File: src/rtl/pio_pin_arbiter_if.sv
// Bundle between the state-machine execution units and the PIO pad arbiter.
// Flat per-SM vectors: SM i owns slice [W*i +: W] of each field.
interface pio_pin_arbiter_if #(
  parameter int unsigned NUM_SM = 4
);
  logic [NUM_SM-1:0]    out_valid;
  logic [32*NUM_SM-1:0] out_data;
  logic [5*NUM_SM-1:0]  out_base;
  logic [6*NUM_SM-1:0]  out_count;
  logic [NUM_SM-1:0]    dir_valid;
  logic [32*NUM_SM-1:0] dir_data;
  logic [5*NUM_SM-1:0]  dir_base;
  logic [6*NUM_SM-1:0]  dir_count;
  logic [NUM_SM-1:0]    side_valid;
  logic [NUM_SM-1:0]    side_pindir;
  logic [5*NUM_SM-1:0]  side_data;
  logic [5*NUM_SM-1:0]  side_base;
  logic [3*NUM_SM-1:0]  side_count;
  logic [5*NUM_SM-1:0]  in_base;
  logic [31:0]          pad_in;
  logic [31:0]          pad_out;
  logic [31:0]          pad_oe;
  logic [32*NUM_SM-1:0] in_data;
  logic                 conflict;

  // SM / pad side: drives writes and raw pads, observes pad state
  modport master (
    output out_valid, out_data, out_base, out_count,
    output dir_valid, dir_data, dir_base, dir_count,
    output side_valid, side_pindir, side_data, side_base, side_count,
    output in_base, pad_in,
    input  pad_out, pad_oe, in_data, conflict
  );

  // Arbiter side
  modport slave (
    input  out_valid, out_data, out_base, out_count,
    input  dir_valid, dir_data, dir_base, dir_count,
    input  side_valid, side_pindir, side_data, side_base, side_count,
    input  in_base, pad_in,
    output pad_out, pad_oe, in_data, conflict
  );
endinterface

File: src/rtl/pio_pin_arbiter.sv
// PIO pad bank arbiter: merges per-SM value/direction/side-set writes into
// registered pad value and output-enable registers (later SM and side-set win),
// flags same-pin multi-SM writes, and returns a synchronised, per-SM rotated IN view.
module pio_pin_arbiter #(
  parameter int unsigned NUM_SM   = 4,
  parameter int unsigned NUM_PINS = 32,
  parameter int unsigned SYNC_STG = 2
) (
  input logic              clock,
  input logic              reset_n,
  pio_pin_arbiter_if.slave bus
);

  logic [NUM_PINS-1:0]              pad_out_q, pad_out_d;
  logic [NUM_PINS-1:0]              pad_oe_q, pad_oe_d;
  logic                             conflict_q, conflict_d;
  logic [SYNC_STG-1:0][NUM_PINS-1:0] sync_q;

  // Per-iteration temporaries of the merge loop
  logic [31:0] out_m, out_v, dir_m, dir_v, side_m, side_v;
  logic [31:0] side_to_val, side_to_dir, sm_val_m, sm_dir_m;
  logic [31:0] seen_val, seen_dir;

  function automatic logic [31:0] rotl(input logic [31:0] x, input logic [4:0] s);
    logic [63:0] t;
    t = {x, x} << s;
    return t[63:32];
  endfunction

  function automatic logic [31:0] rotr(input logic [31:0] x, input logic [4:0] s);
    logic [63:0] t;
    t = {x, x} >> s;
    return t[31:0];
  endfunction

  // Unrotated window mask; counts above 32 behave as 32
  function automatic logic [31:0] win_mask(input logic [5:0] c);
    if (c >= 6'd32) return 32'hFFFF_FFFF;
    return (32'd1 << c[4:0]) - 32'd1;
  endfunction

  // Side-set mask; counts above 5 behave as 5
  function automatic logic [4:0] side_mask(input logic [2:0] c);
    if (c >= 3'd5) return 5'h1F;
    return (5'd1 << c) - 5'd1;
  endfunction

  // Merge all writers in ascending priority and detect cross-SM overlap per field
  always_comb begin
    pad_out_d   = pad_out_q;
    pad_oe_d    = pad_oe_q;
    conflict_d  = 1'b0;
    seen_val    = '0;
    seen_dir    = '0;
    out_m       = '0;
    out_v       = '0;
    dir_m       = '0;
    dir_v       = '0;
    side_m      = '0;
    side_v      = '0;
    side_to_val = '0;
    side_to_dir = '0;
    sm_val_m    = '0;
    sm_dir_m    = '0;
    for (int i = 0; i < NUM_SM; i++) begin
      out_m = bus.out_valid[i] ?
              rotl(win_mask(bus.out_count[6*i +: 6]), bus.out_base[5*i +: 5]) : '0;
      out_v = rotl(bus.out_data[32*i +: 32], bus.out_base[5*i +: 5]) & out_m;
      dir_m = bus.dir_valid[i] ?
              rotl(win_mask(bus.dir_count[6*i +: 6]), bus.dir_base[5*i +: 5]) : '0;
      dir_v = rotl(bus.dir_data[32*i +: 32], bus.dir_base[5*i +: 5]) & dir_m;
      side_m = bus.side_valid[i] ?
               rotl({27'd0, side_mask(bus.side_count[3*i +: 3])}, bus.side_base[5*i +: 5]) : '0;
      side_v = rotl({27'd0, bus.side_data[5*i +: 5]}, bus.side_base[5*i +: 5]) & side_m;
      side_to_val = bus.side_pindir[i] ? '0 : side_m;
      side_to_dir = bus.side_pindir[i] ? side_m : '0;

      // Side-set applied after out/dir of the same SM so it wins silently
      pad_out_d = (pad_out_d & ~out_m) | out_v;
      pad_out_d = (pad_out_d & ~side_to_val) | (side_v & side_to_val);
      pad_oe_d  = (pad_oe_d & ~dir_m) | dir_v;
      pad_oe_d  = (pad_oe_d & ~side_to_dir) | (side_v & side_to_dir);

      sm_val_m = out_m | side_to_val;
      sm_dir_m = dir_m | side_to_dir;
      if ((|(seen_val & sm_val_m)) || (|(seen_dir & sm_dir_m))) conflict_d = 1'b1;
      seen_val = seen_val | sm_val_m;
      seen_dir = seen_dir | sm_dir_m;
    end
  end

  // Pad value/enable registers and registered conflict pulse
  always_ff @(posedge clock or negedge reset_n) begin
    if (!reset_n) begin
      pad_out_q  <= '0;
      pad_oe_q   <= '0;
      conflict_q <= 1'b0;
    end else begin
      pad_out_q  <= pad_out_d;
      pad_oe_q   <= pad_oe_d;
      conflict_q <= conflict_d;
    end
  end

  // Input synchroniser chain; stage SYNC_STG-1 is the settled value
  always_ff @(posedge clock or negedge reset_n) begin
    if (!reset_n) begin
      sync_q <= '0;
    end else begin
      sync_q[0] <= bus.pad_in;
      for (int s = 1; s < SYNC_STG; s++) sync_q[s] <= sync_q[s-1];
    end
  end

  // Per-SM IN view: settled pads rotated right so pin in_base lands on bit 0
  always_comb begin
    bus.in_data = '0;
    for (int i = 0; i < NUM_SM; i++) begin
      bus.in_data[32*i +: 32] = rotr(sync_q[SYNC_STG-1], bus.in_base[5*i +: 5]);
    end
  end

  assign bus.pad_out  = pad_out_q;
  assign bus.pad_oe   = pad_oe_q;
  assign bus.conflict = conflict_q;

endmodule

File: src/flat_wrapper.sv
// flat-port wrapper written by rule: the top's interface ports become plain ports
module pio_pin_arbiter_flat 
#(
  parameter int unsigned NUM_SM   = 4,
  parameter int unsigned NUM_PINS = 32,
  parameter int unsigned SYNC_STG = 2
)
  (clock, reset_n, bus_out_valid, bus_out_data, bus_out_base, bus_out_count, bus_dir_valid, bus_dir_data, bus_dir_base, bus_dir_count, bus_side_valid, bus_side_pindir, bus_side_data, bus_side_base, bus_side_count, bus_in_base, bus_pad_in, bus_pad_out, bus_pad_oe, bus_in_data, bus_conflict);
  pio_pin_arbiter_if #(.NUM_SM(NUM_SM)) bus_i ();
  input logic clock;
  input logic reset_n;
  input wire logic [$bits(bus_i.out_valid)-1:0] bus_out_valid;
  input wire logic [$bits(bus_i.out_data)-1:0] bus_out_data;
  input wire logic [$bits(bus_i.out_base)-1:0] bus_out_base;
  input wire logic [$bits(bus_i.out_count)-1:0] bus_out_count;
  input wire logic [$bits(bus_i.dir_valid)-1:0] bus_dir_valid;
  input wire logic [$bits(bus_i.dir_data)-1:0] bus_dir_data;
  input wire logic [$bits(bus_i.dir_base)-1:0] bus_dir_base;
  input wire logic [$bits(bus_i.dir_count)-1:0] bus_dir_count;
  input wire logic [$bits(bus_i.side_valid)-1:0] bus_side_valid;
  input wire logic [$bits(bus_i.side_pindir)-1:0] bus_side_pindir;
  input wire logic [$bits(bus_i.side_data)-1:0] bus_side_data;
  input wire logic [$bits(bus_i.side_base)-1:0] bus_side_base;
  input wire logic [$bits(bus_i.side_count)-1:0] bus_side_count;
  input wire logic [$bits(bus_i.in_base)-1:0] bus_in_base;
  input wire logic [$bits(bus_i.pad_in)-1:0] bus_pad_in;
  output wire logic [$bits(bus_i.pad_out)-1:0] bus_pad_out;
  output wire logic [$bits(bus_i.pad_oe)-1:0] bus_pad_oe;
  output wire logic [$bits(bus_i.in_data)-1:0] bus_in_data;
  output wire logic [$bits(bus_i.conflict)-1:0] bus_conflict;
  assign bus_i.out_valid = bus_out_valid;
  assign bus_i.out_data = bus_out_data;
  assign bus_i.out_base = bus_out_base;
  assign bus_i.out_count = bus_out_count;
  assign bus_i.dir_valid = bus_dir_valid;
  assign bus_i.dir_data = bus_dir_data;
  assign bus_i.dir_base = bus_dir_base;
  assign bus_i.dir_count = bus_dir_count;
  assign bus_i.side_valid = bus_side_valid;
  assign bus_i.side_pindir = bus_side_pindir;
  assign bus_i.side_data = bus_side_data;
  assign bus_i.side_base = bus_side_base;
  assign bus_i.side_count = bus_side_count;
  assign bus_i.in_base = bus_in_base;
  assign bus_i.pad_in = bus_pad_in;
  assign bus_pad_out = bus_i.pad_out;
  assign bus_pad_oe = bus_i.pad_oe;
  assign bus_in_data = bus_i.in_data;
  assign bus_conflict = bus_i.conflict;
  pio_pin_arbiter #(.NUM_SM(NUM_SM), .NUM_PINS(NUM_PINS), .SYNC_STG(SYNC_STG)) u_core (.clock(clock), .reset_n(reset_n), .bus(bus_i));
endmodule
File: config.mk
export PLATFORM = sky130hd
export DESIGN_NAME = pio_pin_arbiter_flat
export DESIGN_NICKNAME = d
export VERILOG_FILES = /design/src/rtl/pio_pin_arbiter_if.sv /design/src/rtl/pio_pin_arbiter.sv /design/src/flat_wrapper.sv
export SDC_FILE = /design/constraint.sdc
export NUM_CORES = 2
export LEC_CHECK = 0
export CORE_MARGIN = 5
export CORE_UTILIZATION = 38
export CTS_BUF_LIST = sky130_fd_sc_hd__clkbuf_16
export CTS_CLUSTER_DIAMETER = 30
export DETAILED_ROUTE_END_ITERATION = 8
export MAX_ROUTING_LAYER = met4
export PLACE_DENSITY = 0.67
export SLEW_MARGIN = 0
export SYNTH_ARGS = -nofsm -noshare
export SYNTH_HDL_FRONTEND = slang
export SYNTH_SLANG_ARGS = --single-unit
File: constraint.sdc
create_clock -name clock -period 4.2 [get_ports clock]
set_input_delay 0.84 -clock clock [delete_from_list [all_inputs] [get_ports clock]]
set_output_delay 0.84 -clock clock [all_outputs]
set_load 0.03 [all_outputs]
==> summary.md <==
| Metric | Value |
|---|---|
| Outcome | finished, violations left |
| Failing checks | DRC, setup timing |
| Crit-path cells | buf_8 -> nor3_4 -> nand3b_1 -> ha_4 -> buf_8 -> buf_6 -> buf_6 -> nand4_1 -> o211ai_1 -> or4b_4 -> o211a_1 -> a221o_1 -> o221ai_4 -> nand2_4 -> buf_4 -> buf_4 -> buf_4 -> nor3_2 -> buf_4 -> a21oi_2 -> nor4_1 -> buf_4 -> and4_1 -> nand4_1 |
| Std-Cell Rows | 152 |
| Mapped cell area | 0.0659 mm² |
| Clock Tree Root | clkbuf_16 |
| Yosys Warn Count | 0 |
| Leading cell type in the layout, fill and taps excluded | buf_4 |
| Post-DR vias/cell | 6.77 |
| Hold slack final | 347 ps |
| Initial Utilization | 38.3% |
| Relative slew slack | 10.8% |
| Setup slack, reg-to-reg | 2280 ps |
| Top post-synthesis cells by area | mux4_2, nand2_1, mux2i_1 |
| Lkg Pwr | 46.2 nW |
| Drt wl/cell | 30.8 µm |
| Nets | 13700 |
| Syn Nets | 10200 |
| Commonest non-fill, non-tap cells in the layout | buf_4, nand2_1, nor2_1, o21ai_0, clkdlybuf4s50_1 |
| Num ports | 659 |
| Total track usage | 50.7% |
| Hold path depth | 0 |
| Filler cells | 15300 |
| Number of buffers created by CTS | 17 |
| Critical path's most frequent cell | buf_4 |
| TritonCTS clock tree | built |
| DIE AREA | 0.182 mm² |
| Initial antenna violation count | 38 |
| First-pass GRT wire length | 672 mm |
| Register area share after synthesis | 4.90% |
| Die X | 427 µm |
| Sum of negative setup slack | -36490 ps |
| Slowest stage delay, CP | 540 ps |
| WP buf/inv | 9 |
| Yosys reg bits | 129 |
| GPL Wtd Cong | 1.27 |
| Placed Area | 0.0997 mm² |
| Worst path arrival time | 5580 ps |
| Post-synthesis cell type with the largest combined area | mux4_2 |
| Synth top area share | 14.2% |
| Vias post-DR | 105000 |
| WP data required | 4500 ps |
| Hpwl dp | 391 mm |
| # H-tree levels | 4 |
| Vias in the first global route | 97600 |
| Post-synth EDFFs | 0 |
| Worst-case clock buffer depth | 2 |
| Proportion of layout cells with a drive suffix above 1 | 41.3% |
| Routed Wire Length | 479 mm |
| Worst IR Drop VDD | 0.300 mV |
| Max-slew violations | 0 |
| Clk slew on worst S/H paths | 80 ps |
| Netlist cell types | 100 |
| RSZ-0062 raised after global routing | true |
| CP top delay family | simple AND/OR/NAND/NOR gates |
| DRC violations left | 2 |
| Hold Startpoint | u_core.sync_q[22] |
| Final min period | 5270 ps |
| Max-Cap Viols | 0 |
| Die Y | 427 µm |
| Skew final | 9.72 ps |
| CTS sink cnt | 129 |
| Total congestion overflow | 0 |
| Max stage delay cell, worst path | or4b_4 |
| Worst-skew pair later-pin latency | 460 ps |
| Main synth FF type | dfrtp_1 |
| Cts hold-fix bufs | 0 |
| PortBufs | 658 |
| Critical Path End Type | register |
| PnR worst setup slack | -1070 ps |
| CP max FO | 5 |
| Hold Path End | u_core.sync_q[54] |
| Cell count after synthesis | 9765 |
| Post-Syn Area per Cell | 6.75 µm² |
| Synth-to-layout area growth | 64.4% |
| Worst Reg-to-Reg Cells | 7 |
| Remaining antenna violation count | 0 |
| Fmax | 0.190 GHz |
| Worst hold path type | register to register |
| Async set or reset register ratio after synthesis | 100% |
| CORE AREA | 0.172 mm² |
| Final setup vio count | 70 |
| Final hold vios | 0 |
| Pin count of the biggest net entering global routing | 97 |
| Critical Path Source Type | input pin |
| Post-route cell area | 0.108 mm² |
| Post-Layout Cell Count | 15600 |
| Initial DRC Count | 17500 |
| Cell Pwr Density | 202 mW/mm² |
| Final core utilization | 63.0% |
| WS Path Type | input pin to register |
| Worst-Margin Slew | 1320 ps |
| 1st-pass router iterations | 9 |
| Cells after DPL | 15300 |
| Tcrit/Tclk final | 126% |
-- layout make-up --
type                    count  area, µm²  area share (%)
diodes                     39       97.6          0.0901
inverters                 157        589           0.544
repair buffers           4337      35600            32.8
well taps                2310       2890            2.67
multi-input cells        8553      65400            60.3
clock buffers              17        425           0.393
clock inverters            15        159           0.147
flip-flops and latches    129       3230            2.98
-- per-layer routing --
metal,global-route usage [%],part of all wire [%],routed length (µm),vias up
li1,-,-,-,44600
met1,61.4,36,173000,49800
met2,73.4,41,197000,8670
met3,11.7,12,59300,2262
met4,37.7,10,49200,0
met5,-,0,0,-
-- where the power goes --
part / leakage [nW] / internal [mW] / switching (mW) / total (mW)
Sequential: 1.49 / 1.44 / 0.511 / 1.95
Combinational: 44.4 / 7.81 / 10.5 / 18.3
Clock: 0.282 / 0.796 / 0.770 / 1.57
-- cell usage after synthesis, types with 56 or more instances --
cell,n
or3_1,97
buf_1,214
nand4_1,79
nor4_1,84
o32ai_1,56
o211ai_1,187
inv_1,138
nor2_1,959
o21ai_0,831
dfrtp_1,129
and2_1,129
nor3_1,288
mux4_2,416
a21oi_1,518
clkbuf_1,614
a32oi_1,60
a22oi_1,103
nand2_1,1535
nand2b_1,137
nor2b_1,86
buf_2,91
a21o_1,84
mux2i_1,523
o31ai_1,98
o22ai_1,174
and3_1,81
a221oi_1,67
o21a_1,84
o221ai_1,67
a211oi_1,145
mux2_2,128
nand3_1,300
a31oi_1,147
or2_2,90
-- per-stage QoR --
stage	setup slack [ps]	total power [mW]
6_report	-1070	21.9
5_1_grt	-1110	22.2
4_1_cts	-986	20.5
3_5_place_dp	-2330	18.0
3_3_place_gp	-2670	17.8
2_1_floorplan	-1010	8.97
-- worst max path at each step --
stage	to	slack, ps	start	cells after the start
floorplan	u_core.bus.conflict	-1010	bus_out_count[9]	22
global placement	register	-2670	bus_dir_count[2]	20
detailed placement	register	-2330	bus_out_count[8]	23
CTS	u_core.bus.conflict	-990	bus_out_count[9]	22
global route	u_core.bus.conflict	-1110	bus_dir_count[4]	20
finish	u_core.bus.conflict	-1070	bus_dir_count[4]	24
-- what timing repair did --
item / 4_1_cts / 5_1_grt
setup endpoints to repair: 70 / 96
resized for setup: 1058 / 499
cloned: 1 / 3
setup buffers: 134 / 72
pin swaps: 364 / 313
-- cell families after synthesis --
group           count (synthesis)  synth area share (%)
xor+xnor                        9                 0.120
mux                          1067                  24.3
compound gates               3352                  34.7
buf+inv                      1083                  6.41
flops                         129                  4.90
fa+ha+maj                      18                 0.319
simple gates                 4107                  29.2
No activity file was read; power rests on OpenSTA's default activity.
